### config.mk
export PLATFORM = sky130hd
export DESIGN_NAME = turn_signal_ctrl
export DESIGN_NICKNAME = d
export VERILOG_FILES = /design/src/rtl/turn_signal_ctrl_pkg.sv /design/src/rtl/input_debounce.sv /design/src/rtl/turn_signal_ctrl.sv
export SDC_FILE = /design/constraint.sdc
export NUM_CORES = 1
export LEC_CHECK = 0
export CORE_ASPECT_RATIO = 0.7
export CORE_UTILIZATION = 54
export CTS_CLUSTER_SIZE = 12
export DETAILED_ROUTE_END_ITERATION = 10
export GPL_ROUTABILITY_DRIVEN = 0
export PLACE_DENSITY_LB_ADDON = 0.12
export SYNTH_ARGS = -nofsm -noshare
export SYNTH_HDL_FRONTEND = slang
export SYNTH_SLANG_ARGS = --single-unit
### constraint.sdc
create_clock -name clk -period 2.1 [get_ports clk]
set_input_delay 0.42 -clock clk [delete_from_list [all_inputs] [get_ports clk]]
set_output_delay 0.42 -clock clk [all_outputs]
set_load 0.01 [all_outputs]
### src/rtl/turn_signal_ctrl_pkg.sv
// Shared definitions for the turn-signal controller and the tail-light sequencer bench.
package turn_signal_ctrl_pkg;

    typedef enum logic [1:0] {
        IDLE   = 2'd0,
        LEFT   = 2'd1,
        RIGHT  = 2'd2,
        HAZARD = 2'd3
    } state_t;

    localparam int unsigned DEB_CYCLES_DEF = 4;
    localparam int unsigned MIN_HOLD_DEF   = 8;

endpackage

### src/rtl/input_debounce.sv
// Two-flop synchronizer followed by a consecutive-cycle debounce counter.
module input_debounce
    import turn_signal_ctrl_pkg::*;
#(
    parameter int unsigned DEB_CYCLES = DEB_CYCLES_DEF
) (
    input  logic clk,
    input  logic rst,
    input  logic din,
    output logic dout
);

    logic       sync1;
    logic       sync2;
    logic [7:0] cnt;

    always_ff @(posedge clk or posedge rst) begin
        if (rst) begin
            sync1 <= 1'b0;
            sync2 <= 1'b0;
            cnt   <= '0;
            dout  <= 1'b0;
        end else begin
            sync1 <= din;
            sync2 <= sync1;
            // Any agreeing cycle restarts the count, so only an unbroken run updates dout.
            if (sync2 == dout) begin
                cnt <= '0;
            end else if (cnt == 8'(DEB_CYCLES - 1)) begin
                dout <= sync2;
                cnt  <= '0;
            end else begin
                cnt <= cnt + 8'd1;
            end
        end
    end

endmodule

### src/rtl/turn_signal_ctrl.sv
// Turn-signal request FSM: debounced stalk/hazard inputs drive lt/rt/haz with a minimum hold.
module turn_signal_ctrl
    import turn_signal_ctrl_pkg::*;
#(
    parameter int unsigned DEB_CYCLES = DEB_CYCLES_DEF,
    parameter int unsigned MIN_HOLD   = MIN_HOLD_DEF
) (
    input  logic clk,
    input  logic rst,
    input  logic lever_l,
    input  logic lever_r,
    input  logic haz_btn,
    output logic lt,
    output logic rt,
    output logic haz
);

    localparam logic [7:0] HOLD_LOAD = 8'(MIN_HOLD - 1);

    logic   deb_l;
    logic   deb_r;
    logic   deb_haz;
    logic   haz_prev;
    logic   haz_press;
    state_t state;
    state_t nxt;
    logic [7:0] hold;
    logic [7:0] hold_nxt;

    input_debounce #(.DEB_CYCLES(DEB_CYCLES)) u_deb_l (
        .clk (clk),
        .rst (rst),
        .din (lever_l),
        .dout(deb_l)
    );

    input_debounce #(.DEB_CYCLES(DEB_CYCLES)) u_deb_r (
        .clk (clk),
        .rst (rst),
        .din (lever_r),
        .dout(deb_r)
    );

    input_debounce #(.DEB_CYCLES(DEB_CYCLES)) u_deb_haz (
        .clk (clk),
        .rst (rst),
        .din (haz_btn),
        .dout(deb_haz)
    );

    assign haz_press = deb_haz & ~haz_prev;

    always_comb begin
        nxt      = state;
        hold_nxt = hold;
        unique case (state)
            IDLE: begin
                if (haz_press) begin
                    nxt = HAZARD;
                end else if (deb_l && !deb_r) begin
                    nxt      = LEFT;
                    hold_nxt = HOLD_LOAD;
                end else if (deb_r && !deb_l) begin
                    nxt      = RIGHT;
                    hold_nxt = HOLD_LOAD;
                end
            end
            LEFT, RIGHT: begin
                if (haz_press) begin
                    nxt = HAZARD;
                end else if (hold != '0) begin
                    hold_nxt = hold - 8'd1;
                end else if ((state == LEFT) ? deb_l : deb_r) begin
                    nxt = state;
                end else if ((state == LEFT) ? (deb_r && !deb_l) : (deb_l && !deb_r)) begin
                    nxt      = (state == LEFT) ? RIGHT : LEFT;
                    hold_nxt = HOLD_LOAD;
                end else begin
                    nxt = IDLE;
                end
            end
            HAZARD: begin
                if (haz_press) begin
                    nxt = IDLE;
                end
            end
            default: nxt = IDLE;
        endcase
    end

    // Outputs are registered from the next state so they always equal a decode of state.
    always_ff @(posedge clk or posedge rst) begin
        if (rst) begin
            state    <= IDLE;
            hold     <= '0;
            haz_prev <= 1'b0;
            lt       <= 1'b0;
            rt       <= 1'b0;
            haz      <= 1'b0;
        end else begin
            state    <= nxt;
            hold     <= hold_nxt;
            haz_prev <= deb_haz;
            lt       <= (nxt == LEFT);
            rt       <= (nxt == RIGHT);
            haz      <= (nxt == HAZARD);
        end
    end

endmodule

==> impl_metrics.env <==
export IMPL_status="finished clean"
export IMPL_hold_viol_final=0
export IMPL_htree_levels=2
export IMPL_clock_latency_ps=290
export IMPL_fmax_mhz=496
export IMPL_num_antenna_cells=0
export IMPL_synth_cells=211
export IMPL_start_util_pct=56.8
export IMPL_tns_ps=0
export IMPL_hold_buffers=0
export IMPL_ys_flop_type="dfrtp_1"
export IMPL_crit_buf_inv=2
export IMPL_clk_pin_slew_ps=90
export IMPL_vias_per_cell=5.65
export IMPL_synth_compound_area_share_pct=8.10
export IMPL_cts_tree="done"
export IMPL_crit_arrival_ps=2240
export IMPL_hold_ws_ps=358
export IMPL_hp_class="reg -> reg"
export IMPL_portBuffers=7
export IMPL_area_growth_pct=14.6
export IMPL_synth_seq_cells=47
export IMPL_cts_sinks=47
export IMPL_drc=0
export IMPL_antenna_found_initial=0
export IMPL_wl_per_cell_um=14.2
export IMPL_path_cells="inv_2 > buf_4 > ha_2 > mux2i_2 > o2111a_2 > a21o_1 > or3_1 > a21oi_1"
export IMPL_end_kind="flip-flop"
export IMPL_row_count=19
export IMPL_critPathSlowestCell="dfrtp_1"
export IMPL_ff_latch_area_sq_um=1180
export IMPL_syn_cell_area_sq_um=2250
export IMPL_firstDrtPassIters=5
export IMPL_layout_common_cells="45 x dfrtp_1, 33 x nor2_1, 16 x xor2_1"
export IMPL_ios=8
export IMPL_vdd_drop_max_v=0.000754
export IMPL_crit_fanout=5
export IMPL_critPathMaxStageDelay_ps=390
export IMPL_pwr_density_cell_nw_per_um2=1260
export IMPL_cp_top_family="compound AO/OA/AOI/OAI gates"
export IMPL_skew_ps=4.15
export IMPL_grt_use_total_pct=20.2
export IMPL_routed_via_count=1598
export IMPL_syn_nets=228
export IMPL_clock_path_buffers=2
export IMPL_setup_viol=0
export IMPL_max_cap_violations=0
export IMPL_drtIter0Drc=76
export IMPL_timing_final_crit_share_pct=96.1
export IMPL_criticalPathCategory="reg -> reg"
export IMPL_ys_warnings_count=0
export IMPL_core_sq_um=3970
export IMPL_fill_cells=293
export IMPL_final_area_sq_um=2580
export IMPL_multiInputGateArea_sq_um=1080
export IMPL_yosys_area_share_simple_pct=18.5
export IMPL_wl_mm=4.01
export IMPL_drv_slew=0
export IMPL_avgSynthCellArea_sq_um=10.7
export IMPL_hpwl_mm=2.79
export IMPL_clockRootBuffer="clkbuf_8"
export IMPL_slew_limit_headroom_pct=74.3
export IMPL_synth_area_mux_share_pct=3.22
export IMPL_worst_slew_pin_slew_ps=382
export IMPL_die_h_um=56.1
export IMPL_yosys_area_share_adder_pct=6.66
export IMPL_period_needed_ps=2020
export IMPL_ant_nets=0
export IMPL_die_area_sq_um=4440
export IMPL_yosysSeqAreaShare_pct=52.2
export IMPL_layout_drive_gt1_share_pct=14.7
export IMPL_numCtsBuffers=5
export IMPL_grt_pass1_vias=1546
export IMPL_fin_nets=247
export IMPL_final_common_cell="dfrtp_1"
export IMPL_synth_xor_area_share_pct=9.32
export IMPL_die_w_um=79.2
export IMPL_overflow=0
export IMPL_p_leak_nw=1.18
export IMPL_synth_top_family_by_area="simple AND/OR/NAND/NOR gates"
export IMPL_synth_edff_count=0
export IMPL_grt_pass1_wl_mm=6.82
export IMPL_yosysUniqueCellTypes=42
export IMPL_place_area_sq_um=2440
export IMPL_start_kind="flip-flop"
export IMPL_required_ps=2320
export IMPL_async_flop_share_pct=100
export IMPL_grt_max_degree=48
==> sequential cells by signal, indices dropped and copies added, names as in the netlist, 2 cells and up <==
register / count
hold: 8
state: 2
u_deb_haz.cnt: 8
u_deb_l.cnt: 8
u_deb_r.cnt: 8
==> area by class of cell <==
class                           count  area share, %
Tap cell                           52           2.52
Inverter                           11           1.60
Clock inverter                      2          0.630
Timing Repair Buffer               13           4.94
Multi-Input combinational cell    152           41.9
Clock buffer                        6           2.81
Sequential cell                    47           45.6
==> path summary, 6_finish.rpt <==
kind / startpoint / endpoint / slack, ps / cells past startpoint
min reg2reg: u_deb_l.sync1 / u_deb_l.sync2 / 360 / 0
max in group asynchronous: rst / state[0] / 1390 / 3
min: u_deb_l.sync1 / u_deb_l.sync2 / 360 / 0
min in group asynchronous: rst / u_deb_l.cnt[0] / 490 / 3
max: state[1] / hold[7] / 80 / 8
max reg2reg: state[1] / hold[7] / 80 / 8
==> synth_stat cells, types with 2 or more instances <==
library cell / n / area share [%]
dfrtp_1: 47 / 52
nor2_1: 33 / 5.5
xor2_1: 16 / 6.2
nand3_1: 14 / 3.1
ha_1: 12 / 6.7
inv_1: 11 / 1.8
and3_1: 10 / 2.8
nand2_1: 8 / 1.3
xnor2_1: 8 / 3.1
a21oi_1: 6 / 1.3
a31oi_1: 3 / 0.83
nor2b_1: 3 / 0.83
nor3_1: 3 / 0.67
o21ai_0: 3 / 0.67
or3_1: 3 / 0.83
a211oi_1: 2 / 0.67
a32oi_1: 2 / 0.78
mux2_2: 2 / 1.0
nand3b_1: 2 / 0.67
==> stage by stage <==
| stage | total power [mW] | cells | worst slack [ps] | util (%) |
|---|---|---|---|---|
| floorplan | 2.18 | 211 | 56.7 | - |
| global placement | 2.52 | 274 | 88.5 | 61.4 |
| detailed placement | 2.57 | 274 | 38.0 | 61.4 |
| CTS | 3.13 | 282 | 6.22 | 63.6 |
| global route | 3.52 | 283 | -14.0 | 65.1 |
| finish | 3.26 | 283 | 82.3 | 65.1 |
==> cell families after synthesis <==
| kind of cell | after synthesis |
|---|---|
| AOI/OAI and AO/OA | 26 |
| DFF | 47 |
| buffers and inverters | 12 |
| adders and majority gates | 12 |
| muxes | 6 |
| xor gates and xnor gates | 24 |
| and+or+nand+nor | 84 |
==> power breakdown <==
part | switching [mW] | internal (mW) | leakage (nW)
Clock | 0.299 | 0.239 | 0.0418
Sequential | 0.198 | 1.10 | 0.607
Combinational | 0.812 | 0.616 | 0.529
==> per-layer routing <==
layer	routed length (um)	GRT usage, %	share of wire, %
met1	1900	29.6	47
met5	0	0	0
met4	50	7.01	1.2
met3	242	5.41	6.0
met2	1810	29.1	45
==> repair_timing <==
| item | in CTS | in global routing |
|---|---|---|
| resized for setup | 0 | 15 |
| setup endpoints to repair | 0 | 18 |
| buffers inserted | 0 | 1 |
Power figures use the tool's default switching activity.
